$ cat src/rtl/bram_r_unloader.sv
// bram_r_unloader: reads a contiguous range of result words from BRAM_R
// port B and streams them out lane by lane (lane 0 first) on a valid/ready
// interface. Read latency is absorbed by a small word FIFO whose occupancy
// (including reads still in flight) gates read issue, so it never overflows.
module bram_r_unloader #(
    parameter int PE_COUNT   = 4,
    parameter int DATA_WIDTH = 32,
    parameter int BRAM_DEPTH = 1024,
    parameter int ADDR_WIDTH = $clog2(BRAM_DEPTH),
    parameter int RD_LATENCY = 1
) (
    input  logic                           clk,
    input  logic                           rstn,
    input  logic                           start,
    input  logic [ADDR_WIDTH-1:0]          base_addr,
    input  logic [ADDR_WIDTH:0]            word_count,
    output logic                           busy,
    output logic                           done,
    output logic                           bram_en,
    output logic [ADDR_WIDTH-1:0]          bram_addr,
    input  logic [PE_COUNT*DATA_WIDTH-1:0] bram_rdata,
    output logic                           m_valid,
    input  logic                           m_ready,
    output logic [DATA_WIDTH-1:0]          m_data,
    output logic                           m_last
);

    localparam int FIFO_DEPTH = RD_LATENCY + 1;
    localparam int PTR_W      = (FIFO_DEPTH > 1) ? $clog2(FIFO_DEPTH) : 1;
    localparam int OCC_W      = $clog2(FIFO_DEPTH + RD_LATENCY + 1);
    localparam int LANE_W     = (PE_COUNT > 1) ? $clog2(PE_COUNT) : 1;
    localparam int WORD_W     = PE_COUNT * DATA_WIDTH;
    localparam int CNT_W      = ADDR_WIDTH + 1;

    localparam logic [CNT_W-1:0]      CNT_ONE   = CNT_W'(1);
    localparam logic [ADDR_WIDTH-1:0] LAST_ADDR = ADDR_WIDTH'(BRAM_DEPTH - 1);
    localparam logic [OCC_W-1:0]      OCC_LIMIT = OCC_W'(FIFO_DEPTH);
    localparam logic [LANE_W-1:0]     LAST_LANE = LANE_W'(PE_COUNT - 1);

    localparam logic [1:0] S_IDLE  = 2'd0;
    localparam logic [1:0] S_READ  = 2'd1;
    localparam logic [1:0] S_DRAIN = 2'd2;
    localparam logic [1:0] S_DONE  = 2'd3;

    logic [1:0]            state;
    logic [ADDR_WIDTH-1:0] rd_addr;
    logic [CNT_W-1:0]      count_q;
    logic [CNT_W-1:0]      rd_cnt;
    logic [CNT_W-1:0]      ld_cnt;
    logic [RD_LATENCY-1:0] vld_p;
    logic [WORD_W-1:0]     fifo_mem [FIFO_DEPTH];
    logic [PTR_W-1:0]      wr_ptr;
    logic [PTR_W-1:0]      rd_ptr;
    logic [OCC_W-1:0]      fifo_count;
    logic [OCC_W-1:0]      occ;
    logic [WORD_W-1:0]     sh_data;
    logic [LANE_W-1:0]     lane;
    logic                  last_word;
    logic                  valid_q;
    logic                  issue;
    logic                  push;
    logic                  pop;
    logic                  fire;
    logic                  lane_end;

    function automatic logic [PTR_W-1:0] ptr_inc(input logic [PTR_W-1:0] p);
        return (p == PTR_W'(FIFO_DEPTH - 1)) ? '0 : p + PTR_W'(1);
    endfunction

    function automatic logic [ADDR_WIDTH-1:0] addr_inc(input logic [ADDR_WIDTH-1:0] a);
        return (a == LAST_ADDR) ? '0 : a + ADDR_WIDTH'(1);
    endfunction

    // Words held in the FIFO plus reads still travelling through the BRAM.
    always_comb begin
        occ = fifo_count;
        for (int i = 0; i < RD_LATENCY; i++) begin
            occ = occ + OCC_W'(vld_p[i]);
        end
    end

    assign issue    = (state == S_READ) && (occ < OCC_LIMIT);
    assign push     = vld_p[RD_LATENCY-1];
    assign fire     = valid_q && m_ready;
    assign lane_end = (lane == LAST_LANE);
    assign pop      = (fifo_count != '0) && (!valid_q || (fire && lane_end));

    assign busy      = (state != S_IDLE);
    assign done      = (state == S_DONE);
    assign bram_en   = issue;
    assign bram_addr = rd_addr;
    assign m_valid   = valid_q;
    assign m_data    = sh_data[DATA_WIDTH-1:0];
    assign m_last    = valid_q && last_word && lane_end;

    // Transfer control: command latch, read issue/address walk, completion.
    always_ff @(posedge clk) begin
        if (!rstn) begin
            state   <= S_IDLE;
            count_q <= '0;
            rd_cnt  <= '0;
            rd_addr <= '0;
        end else begin
            case (state)
                S_IDLE: begin
                    if (start) begin
                        count_q <= word_count;
                        rd_addr <= base_addr;
                        rd_cnt  <= '0;
                        state   <= (word_count == '0) ? S_DONE : S_READ;
                    end
                end
                S_READ: begin
                    if (issue) begin
                        rd_addr <= addr_inc(rd_addr);
                        rd_cnt  <= rd_cnt + CNT_ONE;
                        if (rd_cnt + CNT_ONE == count_q) begin
                            state <= S_DRAIN;
                        end
                    end
                end
                S_DRAIN: begin
                    // The final beat leaves only once everything upstream is empty.
                    if ((fifo_count == '0) && (vld_p == '0) && fire && m_last) begin
                        state <= S_DONE;
                    end
                end
                default: begin
                    state <= S_IDLE;
                end
            endcase
        end
    end

    // In-flight read tracking and FIFO pointers/occupancy.
    always_ff @(posedge clk) begin
        if (!rstn) begin
            vld_p      <= '0;
            wr_ptr     <= '0;
            rd_ptr     <= '0;
            fifo_count <= '0;
        end else begin
            vld_p[0] <= issue;
            for (int i = 1; i < RD_LATENCY; i++) begin
                vld_p[i] <= vld_p[i-1];
            end
            if (push) begin
                wr_ptr <= ptr_inc(wr_ptr);
            end
            if (pop) begin
                rd_ptr <= ptr_inc(rd_ptr);
            end
            case ({push, pop})
                2'b10:   fifo_count <= fifo_count + OCC_W'(1);
                2'b01:   fifo_count <= fifo_count - OCC_W'(1);
                default: fifo_count <= fifo_count;
            endcase
        end
    end

    // Capture returned BRAM data exactly when its read matures, regardless of m_ready.
    always_ff @(posedge clk) begin
        if (push) begin
            fifo_mem[wr_ptr] <= bram_rdata;
        end
    end

    // Lane serializer: load a word from the FIFO head, shift out one lane per beat.
    always_ff @(posedge clk) begin
        if (!rstn) begin
            valid_q   <= 1'b0;
            sh_data   <= '0;
            lane      <= '0;
            last_word <= 1'b0;
            ld_cnt    <= '0;
        end else begin
            if ((state == S_IDLE) && start) begin
                ld_cnt <= '0;
            end
            if (pop) begin
                sh_data   <= fifo_mem[rd_ptr];
                lane      <= '0;
                valid_q   <= 1'b1;
                ld_cnt    <= ld_cnt + CNT_ONE;
                last_word <= (ld_cnt + CNT_ONE == count_q);
            end else if (fire) begin
                if (lane_end) begin
                    valid_q <= 1'b0;
                end else begin
                    sh_data <= sh_data >> DATA_WIDTH;
                    lane    <= lane + LANE_W'(1);
                end
            end
        end
    end

endmodule

$ cat config.mk
export PLATFORM = sky130hd
export DESIGN_NAME = bram_r_unloader
export DESIGN_NICKNAME = d
export VERILOG_FILES = /design/src/rtl/bram_r_unloader.sv
export SDC_FILE = /design/constraint.sdc
export NUM_CORES = 1
export LEC_CHECK = 0
export CORE_MARGIN = 1
export CORE_UTILIZATION = 32
export CTS_CLUSTER_SIZE = 16
export DETAILED_ROUTE_END_ITERATION = 8
export PLACE_DENSITY = 0.47
export SYNTH_ARGS = -nofsm -noshare
export SYNTH_HDL_FRONTEND = slang
export SYNTH_SLANG_ARGS = --single-unit
$ cat constraint.sdc
create_clock -name clk -period 12.3 [get_ports clk]
set_input_delay 1.845 -clock clk [delete_from_list [all_inputs] [get_ports clk]]
set_output_delay 1.845 -clock clk [all_outputs]
set_load 0.05 [all_outputs]
==> results.md <==
- Delay-heaviest family, CP: buffers and inverters
- RSZ-0062 raised after global routing: false
- Vias: 11700
- Max Freq: 197 MHz
- Die Y: 240 microns
- Rel. slew slack: 18.5%
- Vias in the first global route: 11600
- Clock Tree Buf Depth: 3
- Vias/cell: 4.78
- Final setup viols: 0
- Rows: 86
- Clock Skew: 0.0103 ns
- Gr ovfl total: 0
- Buffers plus inverters on the worst setup path: 4
- Critical path endpoint category: flop
- I/O pins: 200
- Final count of hold timing violations: 0
- Most frequent cell after synthesis: edfxtp_1
- Setup Fix Bufs, Post-CTS: 0
- R2r startpoint: lane[0]
- Yosys reg bits: 439
- Cts hold-fix bufs: 0
- Routed Antenna Nets: 0
- Post-synthesis cell area: 18200 sq um
- Die X: 240 microns
- Yosys warns: 0
- Peak supply drop: 0.000249 V
- CP startpoint: m_ready
- Critical Path RT: 12.80 ns
- CP Class: in2reg
- Crit path DAT: 5.58 ns
- Die area: 57700 sq um
- CP Max Fanout: 121
- Post-synth top area share: 42.3%
- Gates resized, CTS repair: 0
- Cell Pwr Density: 228 nW/um^2
- Status: finished, final reports clean
- Min-delay src: lane[1]
- H-tree level count: 2
- Filler cells: 5375
- Area grow syn2layout: 22.0%
- CTS tree: yes
- Final core utilization: 39.8%
- GPL Wtd Cong: 0.760
- Worst-path cell chain: clkdlybuf4s50_1, a21boi_1, or2_2, buf_4, inv_8, buf_4, ha_1, or3_1, a21boi_0
- Total track usage: 15.2%
- Core Region: 55600 sq um
- Slew @ Worst Pin: 1.22 ns
- Syn nets: 1697
- Iteration-0 DRC count of the detailed router: 594
- Distinct cells, synth: 58
- Max incr delay on CP: 0.78 ns
- Sink Count: 439
- Area leader, netlist: edfxtp_1
- Synth Area per Inst: 11.8 sq um
- Pin count of the biggest net entering global routing: 225
- Clk Latency, worst-skew pair: 0.58 ns
- Final wirelength: 44300 microns
- Post-synthesis cell count: 1535
- Layout cells sized above 1: 5.29%
- Slew Limit Fails: 0
- Worst hold margin: 0.462 ns
- Cell mode on critical path: buf_4
- CTS root buf: clkbuf_16
- HPWL Detailed: 26600 microns
- DR WL/cell: 18.1 microns
- Critical Path Slowest Stage Cell: buf_4
- Area occupied by registers: 11400 sq um
- Async S/R FF share, synth: 0%
- Reg clk slew, reported paths: 0.06 ns
- Post-synth EDFFs: 256
- P_leak: 7.17 nW
- Max_cap viols: 0
- Synth top cells by count: 256 x edfxtp_1, 183 x dfxtp_1, 136 x mux2i_1
- Post-synthesis sequential area ratio: 62.5%
- IO Port Bufs: 199
- Final nets: 1821
- Synth area leaders: edfxtp_1 42%, dfxtp_1 20%, mux2i_1 7.5%
- Drt drc: 0
- 1st-pass router iterations: 5
- Crit start category: input pin
- Total CTS buffers: 50
- TNS Setup: 0 ns
- Min Clock Period, post-route: 5.09 ns
- Initial Util: 32.6%
- Hold Crit Class: reg2reg
- Most used DFF post-synth: edfxtp_1
- First-pass GRT wire length: 67100 microns
- Multi-input logic area: 6080 sq um
- Fin crit share: 41.3%
- Antenna violations before repair: 4
per-layer routing:
layer / track usage, % / wire, microns / vias to the layer above
met1: 18.5 / 19200 / 5673
met3: 2.77 / 1630 / 72
met5: 0 / 43 / -
li1: - / - / 5766
met4: 5.29 / 1100 / 6
met2: 26.9 / 22300 / 196
metrics by stage:
step | power, mW | instance area (sq um) | setup slack, ns | instances
after floorplan | 3.21 | 18200 | 5.90 | 1535
after global placement | 3.65 | 20500 | 6.63 | 2355
after detailed placement | 3.66 | 20500 | 6.62 | 2355
after CTS | 5.15 | 22200 | 7.23 | 2449
after global routing | 5.37 | 22200 | 6.99 | 2450
final | 5.05 | 22200 | 7.21 | 2450
registers in the layout (all words and copies together) (netlist names), 2 cells and up, named ones only:
| signal | flops |
|---|---|
| count_q | 11 |
| fifo_count | 2 |
| ld_cnt | 11 |
| sh_data | 128 |
| state | 2 |
| fifo_mem | 256 |
| bram_addr | 10 |
| rd_cnt | 11 |
| lane | 2 |
cells in the final DEF, fill, tap and decap left out, types with 22 or more instances in the layout:
cell type	netlist	layout
a211oi_1	97	97
a21oi_1	118	118
and2_1	45	44
clkbuf_1	62	23
clkbuf_16	0	53
clkdlybuf4s50_1	0	198
dfxtp_1	183	182
edfxtp_1	256	256
mux2i_1	136	136
nand2_1	74	74
nor2_1	114	113
nor2b_1	121	121
o21ai_0	44	44
o21ai_1	22	22
power breakdown:
part | leakage, nW | total [mW] | switching, mW | internal [mW]
logic | 2.57 | 1.59 | 1.05 | 0.544
registers | 3.81 | 2.00 | 0.171 | 1.82
clock network | 0.791 | 1.46 | 0.581 | 0.883
total | 7.17 | 5.05 | 1.80 | 3.25
worst register-to-register path: stages, from the launching register on:
cell,delay (ns)
dfxtp_1,0.35
ha_1,0.19
a21boi_1,0.08
or2_2,0.30
buf_4,0.31
inv_8,0.62
buf_4,0.81
ha_1,0.49
or3_1,0.35
a21boi_0,0.16
worst paths after layout:
| check | to | slack [ns] | cells after the start |
|---|---|---|---|
| max | fifo_count[1] | 7.21 | 9 |
| min reg2reg | lane[1] | 0.46 | 2 |
| max reg2reg | fifo_count[1] | 8.57 | 9 |
| min | lane[1] | 0.46 | 2 |
area by class of cell:
class / instances / share of cell area, %
Antenna cell: 1 / 0.0113
Clock buffer: 81 / 6.69
Clock inverter: 13 / 0.616
Inverter: 18 / 0.339
Multi-Input combinational cell: 942 / 27.5
Sequential cell: 439 / 51.3
Tap cell: 748 / 4.22
Timing Repair Buffer: 208 / 9.40
cells by family after synthesis:
logic type	after synthesis	share of synthesized area (%)
fa+ha+maj	9	0.620
compound gates	338	11.6
flops	439	62.5
simple gates	426	12.1
xor+xnor	33	1.59
buf+inv	154	4.12
mux	136	7.50
No activity file was read; power rests on OpenSTA's default activity.
